<file path="config.mk">
export PLATFORM = sky130hd
export DESIGN_NAME = diffusion_step_sequencer_flat
export DESIGN_NICKNAME = d
export VERILOG_FILES = /design/src/rtl/diffusion_step_sequencer_if.sv /design/src/rtl/diffusion_step_sequencer.sv /design/src/flat_wrapper.sv
export SDC_FILE = /design/constraint.sdc
export NUM_CORES = 1
export LEC_CHECK = 0
export BUFFER_PORTS_ARGS = -buffer_cell sky130_fd_sc_hd__buf_2
export CAP_MARGIN = 10
export CORE_MARGIN = 8
export CORE_UTILIZATION = 55
export CTS_BUF_LIST = sky130_fd_sc_hd__clkbuf_16
export DETAILED_ROUTE_END_ITERATION = 12
export PLACE_DENSITY = 0.83
export RECOVER_POWER = 25
export SYNTH_ARGS = -nofsm -noshare
export SYNTH_HDL_FRONTEND = slang
export SYNTH_SLANG_ARGS = --single-unit
</file>
<file path="constraint.sdc">
create_clock -name clk -period 4.17 [get_ports clk]
set_input_delay 0.834 -clock clk [delete_from_list [all_inputs] [get_ports clk]]
set_output_delay 0.834 -clock clk [all_outputs]
set_load 0.02 [all_outputs]
</file>
<file path="src/rtl/diffusion_step_sequencer_if.sv">
// Control bundle between the step sequencer and the parallel diffusion_rw /
// add_up_score lanes: per-lane completion flags in, enables and lap status out.
interface diffusion_step_sequencer_if #(
    parameter int PARALLEL   = 8,
    parameter int DATA_WIDTH = 32
);
    logic                  start;
    logic [PARALLEL-1:0]   finished;
    logic [PARALLEL-1:0]   finished_final;
    logic [PARALLEL-1:0]   rdy;
    logic [DATA_WIDTH-1:0] l_step;
    logic                  finished_propagation;
    logic                  finished_all;
    logic                  busy;
    logic                  done;
    logic                  error;

    modport master (
        input  start, finished, finished_final,
        output rdy, l_step, finished_propagation, finished_all, busy, done, error
    );

    modport slave (
        output start, finished, finished_final,
        input  rdy, l_step, finished_propagation, finished_all, busy, done, error
    );
endinterface

</file>
<file path="src/rtl/diffusion_step_sequencer.sv">
// Global lap sequencer: launch, propagate, add up, advance; sticky capture of
// per-lane completion flags and a per-phase watchdog.
module diffusion_step_sequencer #(
    parameter int          PARALLEL      = 8,
    parameter int          DATA_WIDTH    = 32,
    parameter int          max_steps     = 7,
    parameter int          TIMEOUT_WIDTH = 16,
    parameter int unsigned TIMEOUT       = 50000
) (
    input  logic                         clk,
    input  logic                         rst,
    diffusion_step_sequencer_if.master   bus
);
    typedef enum logic [2:0] {
        S_IDLE, S_LAUNCH, S_PROP, S_ADDUP, S_SYNC, S_DONE, S_ERROR
    } state_e;

    localparam logic [DATA_WIDTH-1:0]    LAST_STEP = DATA_WIDTH'(max_steps - 1);
    localparam logic [TIMEOUT_WIDTH-1:0] WD_LAST   =
        TIMEOUT_WIDTH'((TIMEOUT == 0) ? 0 : TIMEOUT - 1);

    state_e                   state_q;
    logic [PARALLEL-1:0]      prop_seen_q, fin_seen_q, rdy_q;
    logic [PARALLEL-1:0]      prop_seen_d, fin_seen_d;
    logic [DATA_WIDTH-1:0]    l_step_q;
    logic [TIMEOUT_WIDTH-1:0] wd_q, wd_d;
    logic                     fp_q, fa_q, busy_q, done_q, error_q;
    logic                     wd_expired;

    always_comb begin
        prop_seen_d = prop_seen_q | bus.finished;
        fin_seen_d  = fin_seen_q | bus.finished_final;
        wd_d        = (&wd_q) ? wd_q : wd_q + 1'b1;
        wd_expired  = (TIMEOUT != 0) && (wd_q == WD_LAST);
    end

    always_ff @(posedge clk) begin
        if (rst) begin
            state_q     <= S_IDLE;
            prop_seen_q <= '0;
            fin_seen_q  <= '0;
            rdy_q       <= '0;
            l_step_q    <= '0;
            wd_q        <= '0;
            fp_q        <= 1'b0;
            fa_q        <= 1'b0;
            busy_q      <= 1'b0;
            done_q      <= 1'b0;
            error_q     <= 1'b0;
        end else begin
            case (state_q)
                S_IDLE: begin
                    if (bus.start) begin
                        state_q  <= S_LAUNCH;
                        l_step_q <= '0;
                        busy_q   <= 1'b1;
                    end
                end
                S_LAUNCH: begin
                    prop_seen_q <= '0;
                    fin_seen_q  <= '0;
                    wd_q        <= '0;
                    rdy_q       <= '1;
                    fp_q        <= 1'b0;
                    fa_q        <= 1'b0;
                    state_q     <= S_PROP;
                end
                S_PROP: begin
                    prop_seen_q <= prop_seen_d;
                    // completion in the same cycle as watchdog expiry still counts
                    if (&prop_seen_d) begin
                        state_q <= S_ADDUP;
                        fp_q    <= 1'b1;
                        rdy_q   <= ~fin_seen_q;
                        wd_q    <= '0;
                    end else if (wd_expired) begin
                        state_q <= S_ERROR;
                        error_q <= 1'b1;
                        rdy_q   <= '0;
                        busy_q  <= 1'b0;
                        done_q  <= 1'b0;
                        wd_q    <= '0;
                    end else begin
                        rdy_q <= ~prop_seen_d;
                        wd_q  <= wd_d;
                    end
                end
                S_ADDUP: begin
                    fin_seen_q <= fin_seen_d;
                    if (&fin_seen_d) begin
                        state_q <= S_SYNC;
                        fa_q    <= 1'b1;
                        rdy_q   <= '0;
                        wd_q    <= '0;
                    end else if (wd_expired) begin
                        state_q <= S_ERROR;
                        error_q <= 1'b1;
                        rdy_q   <= '0;
                        busy_q  <= 1'b0;
                        done_q  <= 1'b0;
                        wd_q    <= '0;
                    end else begin
                        rdy_q <= ~fin_seen_d;
                        wd_q  <= wd_d;
                    end
                end
                S_SYNC: begin
                    fa_q <= 1'b0;
                    if (l_step_q == LAST_STEP) begin
                        state_q <= S_DONE;
                        done_q  <= 1'b1;
                        busy_q  <= 1'b0;
                        rdy_q   <= '0;
                    end else begin
                        state_q  <= S_LAUNCH;
                        l_step_q <= l_step_q + 1'b1;
                    end
                end
                S_DONE: begin
                    if (bus.start) begin
                        state_q  <= S_LAUNCH;
                        l_step_q <= '0;
                        done_q   <= 1'b0;
                        fp_q     <= 1'b0;
                        busy_q   <= 1'b1;
                    end
                end
                S_ERROR: begin
                    state_q <= S_ERROR;
                end
                default: state_q <= S_IDLE;
            endcase
        end
    end

    assign bus.rdy                  = rdy_q;
    assign bus.l_step               = l_step_q;
    assign bus.finished_propagation = fp_q;
    assign bus.finished_all         = fa_q;
    assign bus.busy                 = busy_q;
    assign bus.done                 = done_q;
    assign bus.error                = error_q;
endmodule

</file>
<file path="src/flat_wrapper.sv">
// flat-port wrapper written by rule: the top's interface ports become plain ports
module diffusion_step_sequencer_flat 
#(
    parameter int          PARALLEL      = 8,
    parameter int          DATA_WIDTH    = 32,
    parameter int          max_steps     = 7,
    parameter int          TIMEOUT_WIDTH = 16,
    parameter int unsigned TIMEOUT       = 50000
)
  (clk, rst, bus_start, bus_finished, bus_finished_final, bus_rdy, bus_l_step, bus_finished_propagation, bus_finished_all, bus_busy, bus_done, bus_error);
  diffusion_step_sequencer_if #(.PARALLEL(PARALLEL), .DATA_WIDTH(DATA_WIDTH)) bus_i ();
  input  logic clk;
  input  logic rst;
  input wire logic [$bits(bus_i.start)-1:0] bus_start;
  input wire logic [$bits(bus_i.finished)-1:0] bus_finished;
  input wire logic [$bits(bus_i.finished_final)-1:0] bus_finished_final;
  output wire logic [$bits(bus_i.rdy)-1:0] bus_rdy;
  output wire logic [$bits(bus_i.l_step)-1:0] bus_l_step;
  output wire logic [$bits(bus_i.finished_propagation)-1:0] bus_finished_propagation;
  output wire logic [$bits(bus_i.finished_all)-1:0] bus_finished_all;
  output wire logic [$bits(bus_i.busy)-1:0] bus_busy;
  output wire logic [$bits(bus_i.done)-1:0] bus_done;
  output wire logic [$bits(bus_i.error)-1:0] bus_error;
  assign bus_i.start = bus_start;
  assign bus_i.finished = bus_finished;
  assign bus_i.finished_final = bus_finished_final;
  assign bus_rdy = bus_i.rdy;
  assign bus_l_step = bus_i.l_step;
  assign bus_finished_propagation = bus_i.finished_propagation;
  assign bus_finished_all = bus_i.finished_all;
  assign bus_busy = bus_i.busy;
  assign bus_done = bus_i.done;
  assign bus_error = bus_i.error;
  diffusion_step_sequencer #(.PARALLEL(PARALLEL), .DATA_WIDTH(DATA_WIDTH), .max_steps(max_steps), .TIMEOUT_WIDTH(TIMEOUT_WIDTH), .TIMEOUT(TIMEOUT)) u_core (.clk(clk), .rst(rst), .bus(bus_i));
endmodule
</file>
==> results of run 1 <==
-- layout make-up --
cell class / count / area [sq um] / share of cell area [%]
Tap cell: 99 / 124 / 2.57
Clock inverter: 6 / 101 / 2.11
Timing Repair Buffer: 66 / 309 / 6.42
Inverter: 8 / 30.0 / 0.624
Multi-Input combinational cell: 401 / 2420 / 50.3
Sequential cell: 80 / 1600 / 33.3
Clock buffer: 9 / 225 / 4.68
-- flip-flops by register name, summed over array words and instances, names as in the netlist --
name	flops
u_core.bus.error	1
u_core.bus.finished_all	1
u_core.bus.finished_propagation	1
u_core.bus.l_step	32
u_core.fin_seen_q	8
u_core.bus.busy	1
u_core.prop_seen_q	8
u_core.wd_q	16
u_core.state_q	3
u_core.bus.done	1
u_core.bus.rdy	8
-- placed cells by master, fill, tap and decap left out, drive strengths merged, types with 9 or more instances in the layout --
cell type   n
nand4      21
nor3       26
a211oi     10
xnor2      19
dfxtp      80
a22oi      12
nor4       15
or3        14
clkbuf     32
buf        43
nand2      31
o22ai      10
nor2       80
a21oi      29
o21ai      21
nand3      26
inv         9
-- cells in the mapped netlist, types with 2 or more instances --
master,number
buf_1,2
or3_1,14
nor4_1,14
o22ai_1,10
nand2_1,31
nand3_1,26
inv_1,7
xor2_1,7
xnor2_1,19
nor3b_1,2
clkbuf_1,16
and3_1,7
a21o_1,8
nor3_1,26
o21ai_0,19
nor2_1,79
o32ai_1,4
o221a_2,4
a22oi_1,12
a211oi_1,10
or2_2,3
ha_1,3
nand2b_1,3
nand4_1,20
and4_1,2
a31oi_1,6
nor4b_1,2
nor2b_1,2
dfxtp_1,80
or4b_1,2
buf_2,8
o21ai_1,2
a21oi_1,29
or4_1,2
nand3b_1,2
and2_1,4
o41ai_1,5
-- routing by layer --
layer	up-vias	wire [um]	track usage, %
met5	-	0	0
met1	2003	4630	25.9
li1	2007	-	-
met3	30	925	4.25
met4	0	282	10.2
met2	210	5200	34.6
-- how the worst min path moves through the flow --
stage | endpoint | slack (ns) | depth (start not counted)
after floorplan | u_core.wd_q[11] | 0.46 | 2
after detailed placement | u_core.bus.error | 0.46 | 2
final | u_core.bus.error | 0.48 | 2
after global routing | u_core.bus.finished_propagation | 0.51 | 2
after global placement | u_core.bus.error | 0.45 | 2
after CTS | u_core.bus.error | 0.47 | 2
-- report_power, final --
group / switching (mW) / internal (mW)
clock: 0.297 / 0.575
combinational: 0.253 / 0.128
sequential: 0.0662 / 0.815
-- stage by stage --
stage	std cells	total power, mW	utilization, %
6_report	669	2.13	66.0
5_1_grt	669	2.22	66.0
4_1_cts	669	2.15	66.4
3_5_place_dp	654	1.28	61.9
3_3_place_gp	654	1.26	61.9
2_1_floorplan	516	1.17	-
-- worst max-delay path, delay by kind of cell, from the launching register on --
family | cells | cell delay (ns)
compound gates | 1 | 0.73
buf+inv | 3 | 0.70
flops | 1 | 0.54
fa+ha+maj | 1 | 0.39
simple gates | 2 | 0.26
-- logic make-up (layout without fill, tap and decap cells) --
family,after synthesis,count (layout),synth area share [%]
AO/OA/AOI/OAI,117,117,19.0
buffers and inverters,35,89,3.49
flip-flops,80,80,38.5
AND/OR/NAND/NOR,253,253,32.1
XOR/XNOR,26,26,5.48
adder cells (fa/ha/maj),4,4,1.17
multiplexers,1,1,0.241
==> flow_summary.yaml, run 1 <==
synth:
  syn-instance-count: 516
  synth_edf_count: 0
  ys_top_cells_by_area: "dfxtp_1, nor2_1, xnor2_1"
  async_flop_share_pct: 0
  syn_area_sq_um: 4160
  syn_avg_cell_area_sq_um: 8.06
  syn_nets: 538
  synth_cell_types: 61
  synth-main-ff-cell: "dfxtp_1"
  ys_seq_area_share_pct: 38.5
  ys_warn_count: 0
  synth_area_leader_cell: "dfxtp_1"
  ys_ff_latch: 80
  yosysTopAreaCellShare_pct: 38.5
clocking:
  h-tree-depth: 3
  clk_pin_slew_ns: 0.06
  tritoncts: "yes"
  numCtsBuffers: 9
  cts_buffer_depth: 2
  cts.sink_count: 80
  postCtsSetupBuffers: 0
  clk_latency_ns: 0.33
  cts_resized: 0
  cts_hold_buffers: 0
  cts_root_buf: "clkbuf_16"
power:
  p_leak_nw: 1.70
  power_density_nw_per_um2: 444
  peakVddDrop_v: 0.000293
timing:
  whs_ns: 0.479
  fin_ws_ns: 1.43
  drv_slew: 0
  rsz0062_at_grt: "false"
  fmaxAchievable_mhz: 365
  fin_skew_ns: 0.00567
  tightest_slew_ns: 1.05
  maxSlewHeadroom_pct: 29.7
  setup_viol: 0
  fin_setup_tns_ns: 0
  finalCritPeriodShare_pct: 65.7
  hold_viol_final: 0
  period_needed_ns: 2.74
global_routing:
  gr-usage-all-layers_pct: 21.2
  grt_pass1_vias: 3864
  grt_pass1_wl_um: 18100
  antenna_found_initial: 0
  grt.overflow.total: 0
  grt_max_degree: 42
worst_setup_path:
  rrSetupSlack_ns: 1.43
  startpoint: "u_core.state_q[2]"
  crit_path_frequent_cell: "buf_4"
  arrival_ns: 2.96
  ff2ff_path_depth: 7
  startpoint_type: "register"
  critPathKind: "reg2reg"
  worstSetupEndpointType: "register"
  r2r_end: "u_core.bus.l_step[20]"
  reg2reg_from: "u_core.state_q[2]"
  critical_path.max_stage_delay_ns: 0.73
  crit_fanout: 23
  crit_path_top_delay_cell: "o21ai_2"
  cp_cell_sequence: "inv_1, maj3_2, or2_0, buf_4, o21ai_2, buf_4, nor2_1"
  cp-endpoint: "u_core.bus.l_step[20]"
  worst_ep_required_time_ns: 4.40
route:
  vias: 4250
  wl_per_cell_um: 16.5
  ant_nets: 0
  drt_iter0_markers: 361
  vias_per_cell: 6.35
  totalWireLength_um: 11000
  dr.pass1.iters: 6
  drc: 0
worst_hold_path:
  holdCritStartpoint: "u_core.bus.error"
  min_path_type: "reg2reg"
floorplanning:
  ios: 64
  fp.dieW_um: 103
  design.die.area_sq_um: 10600
  core-area_sq_um: 7290
  rows: 31
  die_h_um: 103
  initial_core_util_pct: 57.0
placement:
  place_congestion: 0.891
  dpl.hpwl_um: 7940
  port-buffer-count: 63
  dpl_cell_area_sq_um: 4510
  post-place-ws_ns: 1.22
finish:
  fin_nets: 588
  finish.instance_area_sq_um: 4810
  fillCellCount: 622
  diodes: 0
  drive_above_1_share_pct: 13.2
  syn_to_final_growth_pct: 15.7
outcome:
  run_status: "complete, no violations"
run:
  maxCapViolCount: 0
(Power assumes the default switching activity.)
==> run 2: changes to the inputs <==
--- a/config.mk
+++ b/config.mk
@@ -8,10 +8,10 @@
 export BUFFER_PORTS_ARGS = -buffer_cell sky130_fd_sc_hd__buf_2
 export CAP_MARGIN = 10
 export CORE_MARGIN = 8
-export CORE_UTILIZATION = 55
+export CORE_UTILIZATION = 51
 export CTS_BUF_LIST = sky130_fd_sc_hd__clkbuf_16
 export DETAILED_ROUTE_END_ITERATION = 12
-export PLACE_DENSITY = 0.83
+export PLACE_DENSITY = 0.81
 export RECOVER_POWER = 25
 export SYNTH_ARGS = -nofsm -noshare
 export SYNTH_HDL_FRONTEND = slang
==> constraint.sdc (replaced) <==
create_clock -name clk -period 2.5 [get_ports clk]
set_input_delay 0.5 -clock clk [delete_from_list [all_inputs] [get_ports clk]]
set_output_delay 0.5 -clock clk [all_outputs]
set_load 0.02 [all_outputs]
==> run 2 against run 1 <==
  * Worst hold slack worse by 0.036 ns
  * Largest power group unchanged
  * Count of clock-buffer cells in the layout unchanged
  * Routed wire length up 3.3%
  * First-iteration DRC count is 0.55% lower
  * Critical endpoint is now u_core.wd_q[11]
  * Combinational power is 90% higher
  * Cell count rose by 3.0%
  * Flip-flop and latch count did not move
  * Clock power rose by 56%
  * Die area up 6.6%
  * Global-route usage down 0.77 points
  * Clock skew about the same
  * Via count about the same
==> flow_summary.yaml, run 2 (same netlist as run 1, synthesis figures left out) <==
outcome:
  run_status: "complete, no violations"
placement:
  dpl_cell_area_sq_um: 4630
  place_congestion: 0.880
  port-buffer-count: 63
  dpl.hpwl_um: 8210
clocking:
  cts_buffer_depth: 2
  clk_latency_ns: 0.33
  postCtsSetupBuffers: 0
  clk_pin_slew_ns: 0.06
  cts_resized: 0
  h-tree-depth: 3
  numCtsBuffers: 9
  tritoncts: "yes"
  cts.sink_count: 80
  cts_hold_buffers: 0
  cts_root_buf: "clkbuf_16"
global_routing:
  grt.overflow.total: 0
  gr-usage-all-layers_pct: 20.4
  grt_max_degree: 41
  grt_pass1_vias: 4025
  antenna_found_initial: 0
  grt_pass1_wl_um: 19200
timing:
  fin_setup_tns_ns: 0
  period_needed_ns: 2.27
  finalCritPeriodShare_pct: 90.7
  drv_slew: 0
  maxSlewHeadroom_pct: 48.8
  tightest_slew_ns: 0.762
  fmaxAchievable_mhz: 441
  fin_skew_ns: 0.00556
  rsz0062_at_grt: "false"
  setup_viol: 0
  hold_viol_final: 0
route:
  vias_per_cell: 6.17
  vias: 4254
  ant_nets: 0
  totalWireLength_um: 11400
  dr.pass1.iters: 5
  wl_per_cell_um: 16.6
  drc: 0
  drt_iter0_markers: 359
worst_setup_path:
  critical_path.max_stage_delay_ns: 0.52
  crit_fanout: 14
  cp_cell_sequence: "ha_1, and3_4, and4b_1, nand2b_4, or2_4, or4b_1, o22ai_1"
  startpoint_type: "register"
  worstSetupEndpointType: "register"
  critPathKind: "reg2reg"
  arrival_ns: 2.52
  crit_path_top_delay_cell: "or4b_1"
  worst_ep_required_time_ns: 2.75
floorplanning:
  design.die.area_sq_um: 11300
  ios: 64
  die_h_um: 106
  core-area_sq_um: 8050
  initial_core_util_pct: 51.6
  rows: 33
  fp.dieW_um: 106
power:
  p_seq_share_pct: 40.8
  comb_power_share_pct: 20.6
  power_density_nw_per_um2: 717
  power_mw: 3.51
  switching_share_pct: 29.9
  p_leak_nw: 1.74
  clock_power_share_pct: 38.6
  internal-power_mw: 2.46
  switchingPower_mw: 1.05
  peakVddDrop_v: 0.000398
finish:
  mostFrequentLayoutCells: "dfxtp_1, nor2_1, buf_2"
  syn_to_final_growth_pct: 17.8
  mostFrequentLayoutCell: "dfxtp_1"
  utilization_pct: 60.8
  diodes: 0
  largest_register_ffs: 32
  fillCellCount: 732
  finish.instance_area_sq_um: 4900
  fin_nets: 602
  drive_above_1_share_pct: 14.4
worst_hold_path:
  min_path_type: "in2reg"
run:
  maxCapViolCount: 0
[run 2: cell count changes in the layout (fill, tap and decap cells not counted), sizes merged]
| cell | previous run | this run |
|---|---|---|
| buf | 43 | 51 |
| clkbuf | 32 | 38 |
| clkinv | 2 | 3 |
| bufinv | 3 | 2 |
[run 2: layer usage]
metal / share of wire (%) / wire, um / GRT usage, %
met4: 2.0 / 233 / 8.44
met2: 47 / 5320 / 33.0
met5: 0 / 0 / 0
met3: 8.3 / 948 / 4.60
met1: 43 / 4910 / 25.7
[run 2: stage by stage]
step / setup slack [ns] / hold WS (ns) / std cells
after floorplan: 0.348 / 0.459 / 516
after global placement: 0.181 / 0.453 / 674
after detailed placement: 0.122 / 0.459 / 674
after CTS: 0.174 / 0.429 / 689
after global routing: 0.138 / 0.447 / 689
final: 0.231 / 0.443 / 689
[run 2: final cells by class]
class                   instances  area (sq um)  share of cell area [%]
repair buffers                 80           407                    8.30
clock buffers                   9           225                    4.60
well taps                     105           131                    2.68
clock inverters                 6          77.6                    1.58
multi-input cells             401          2420                    49.5
flip-flops and latches         80          1600                    32.7
inverters                       8          30.0                   0.613
[run 2: path summary, 6_finish.rpt]
kind / slack, ns / cells past startpoint / end / start
worst min register to register: 0.47 / 2 / u_core.bus.error / u_core.bus.error
worst max register to register: 0.23 / 7 / u_core.wd_q[11] / u_core.wd_q[0]
worst min-delay path: 0.44 / 3 / u_core.fin_seen_q[2] / bus_finished_final[2]
worst max-delay path: 0.23 / 7 / u_core.wd_q[11] / u_core.wd_q[0]
[run 2: power by group through the flow]
| stage | Sequential, mW | Clock, mW | Combinational (mW) |
|---|---|---|---|
| 3_3_place_gp | 1.45 | 0 | 0.699 |
| 6_report | 1.43 | 1.36 | 0.723 |
| 2_1_floorplan | 1.49 | 0 | 0.456 |
| 3_5_place_dp | 1.46 | 0 | 0.722 |
| 4_1_cts | 1.43 | 1.36 | 0.727 |
| 5_1_grt | 1.44 | 1.42 | 0.801 |
[run 2: worst max-delay path: cells and delay by family, from the launching register on]
| kind | cells | cell delay, ns |
|---|---|---|
| compound gates | 1 | 0.15 |
| flops | 1 | 0.33 |
| fa+ha+maj | 1 | 0.25 |
| simple gates | 5 | 1.46 |
==> run 3: changes to the inputs <==
--- a/config.mk
+++ b/config.mk
@@ -13,6 +13,7 @@
 export DETAILED_ROUTE_END_ITERATION = 12
 export PLACE_DENSITY = 0.81
 export RECOVER_POWER = 25
+export REMOVE_ABC_BUFFERS = 1
 export SYNTH_ARGS = -nofsm -noshare
 export SYNTH_HDL_FRONTEND = slang
 export SYNTH_SLANG_ARGS = --single-unit
==> run 3 against run 2 <==
  * Cell count increased by 0.15%
  * Count of clock-buffer cells in the layout is the same
  * Sequential power about the same
  * Register-to-register slack lost 0.12 ns
  * Combinational power is essentially flat
  * Total power grew 0.24%
  * Routed wire length barely moved
  * Clock power barely moved
  * Critical path depth stayed put
  * Core utilization increased by 0.19 points
  * Worst hold slack worse by 0.0010 ns
  * Worst setup slack lost 0.12 ns
==> flow_summary.yaml, run 3 (same netlist as run 1, synthesis figures left out) <==
outcome:
  run_status: "complete, no violations"
global_routing:
  grt.overflow.total: 0
  grt_pass1_wl_um: 18900
  grt_max_degree: 41
  grt_pass1_vias: 4039
  antenna_found_initial: 0
  gr-usage-all-layers_pct: 20.0
run:
  maxCapViolCount: 0
timing:
  period_needed_ns: 2.39
  tightest_slew_ns: 0.667
  rsz0062_at_grt: "false"
  finalCritPeriodShare_pct: 95.5
  fin_skew_ns: 0.00659
  setup_viol: 0
  drv_slew: 0
  fmaxAchievable_mhz: 419
  maxSlewHeadroom_pct: 55.2
  hold_viol_final: 0
  fin_setup_tns_ns: 0
worst_setup_path:
  startpoint_type: "register"
  critPathKind: "reg2reg"
  worstSetupEndpointType: "register"
  crit_fanout: 21
  worst_ep_required_time_ns: 2.73
  arrival_ns: 2.62
floorplanning:
  design.die.area_sq_um: 11300
  initial_core_util_pct: 51.6
  core-area_sq_um: 8050
  ios: 64
  die_h_um: 106
  fp.dieW_um: 106
  rows: 33
clocking:
  tritoncts: "yes"
  cts_resized: 0
  clk_pin_slew_ns: 0.06
  clk_latency_ns: 0.33
  cts_root_buf: "clkbuf_16"
  cts.sink_count: 80
  cts_buffer_depth: 2
  cts_hold_buffers: 0
  numCtsBuffers: 9
  h-tree-depth: 3
  postCtsSetupBuffers: 0
route:
  drc: 0
  dr.pass1.iters: 5
  vias_per_cell: 6.14
  wl_per_cell_um: 16.5
  drt_iter0_markers: 287
  ant_nets: 0
  vias: 4236
  totalWireLength_um: 11400
power:
  power_density_nw_per_um2: 717
  power_mw: 3.52
  peakVddDrop_v: 0.000450
  p_leak_nw: 1.76
finish:
  fillCellCount: 737
  diodes: 0
  largest_register_ffs: 32
  fin_nets: 602
  syn_to_final_growth_pct: 18.1
  mostFrequentLayoutCell: "dfxtp_1"
  drive_above_1_share_pct: 15.6
  multiInputGateArea_sq_um: 2420
  seqCellArea_sq_um: 1600
  mostFrequentLayoutCells: "dfxtp_1, nor2_1, buf_2"
placement:
  place_congestion: 0.937
  dpl.hpwl_um: 8150
  port-buffer-count: 63
worst_hold_path:
  min_path_type: "in2reg"
==> run 3: cell types whose count changed in the layout (fill, tap and decap cells not counted) <==
cell        previous run  this run
inv_1                  9         8
nor2_2                 0         1
clkinv_4               0         1
clkinvlp_4             0         1
clkinv_2               2         0
nand2b_1               3         2
nand2b_2               0         1
clkbuf_1              29        23
clkinv_1               1         3
nor2_4                 1         0
buf_2                 34        40
==> run 3: cell type report <==
type                       count  area share [%]
timing repair buffer          80            8.43
clock buffer                   9            4.58
clock inverter                 7            1.78
multi-input combinational    401            49.3
sequential                    80            32.6
tap                          105            2.67
inverter                       8           0.611
==> run 3: worst max-delay path: stages, from the launching register on <==
cell and delay [ns]:
dfxtp_1 0.39, nor4_1 0.45, nand4_1 0.26, nor3_2 0.28
buf_4 0.31, nand2b_2 0.28, nor2_1 0.06, a211oi_1 0.25
==> run 3: routing by layer <==
layer / wire, um / share of wire [%] / vias to the layer above / track usage [%]
met5: 0 / 0 / - / 0
met4: 270 / 2.4 / 0 / 8.04
met3: 877 / 7.7 / 23 / 5.38
met2: 5260 / 46 / 175 / 32.4
met1: 4990 / 44 / 2002 / 24.7
li1: - / - / 2036 / -
==> run 3: path summary, 6_finish.rpt <==
| path | startpoint | end | slack [ns] | depth (start not counted) |
|---|---|---|---|---|
| setup reg to reg | u_core.bus.l_step[6] | u_core.bus.rdy[1] | 0.11 | 7 |
| hold / removal | bus_finished_final[1] | u_core.fin_seen_q[1] | 0.44 | 3 |
| setup / recovery | u_core.bus.l_step[6] | u_core.bus.rdy[1] | 0.11 | 7 |
| hold reg to reg | u_core.bus.error | u_core.bus.error | 0.47 | 2 |
==> run 3: where the power goes <==
group / internal [mW] / switching [mW]
clock: 0.865 / 0.505
sequential: 1.36 / 0.0712
combinational: 0.243 / 0.478
==> run 3: through the flow <==
stage | cell area, sq um | hold slack [ns] | cells | utilization, % | setup WS (ns)
finish | 4910 | 0.442 | 690 | 61.0 | 0.111
global route | 4910 | 0.448 | 690 | 61.0 | 0.00832
CTS | 4940 | 0.429 | 690 | 61.3 | 0.0409
detailed placement | 4630 | 0.454 | 674 | 57.5 | 0.0737
global placement | 4630 | 0.449 | 674 | 57.5 | 0.200
floorplan | 4040 | 0.459 | 489 | - | -1.00
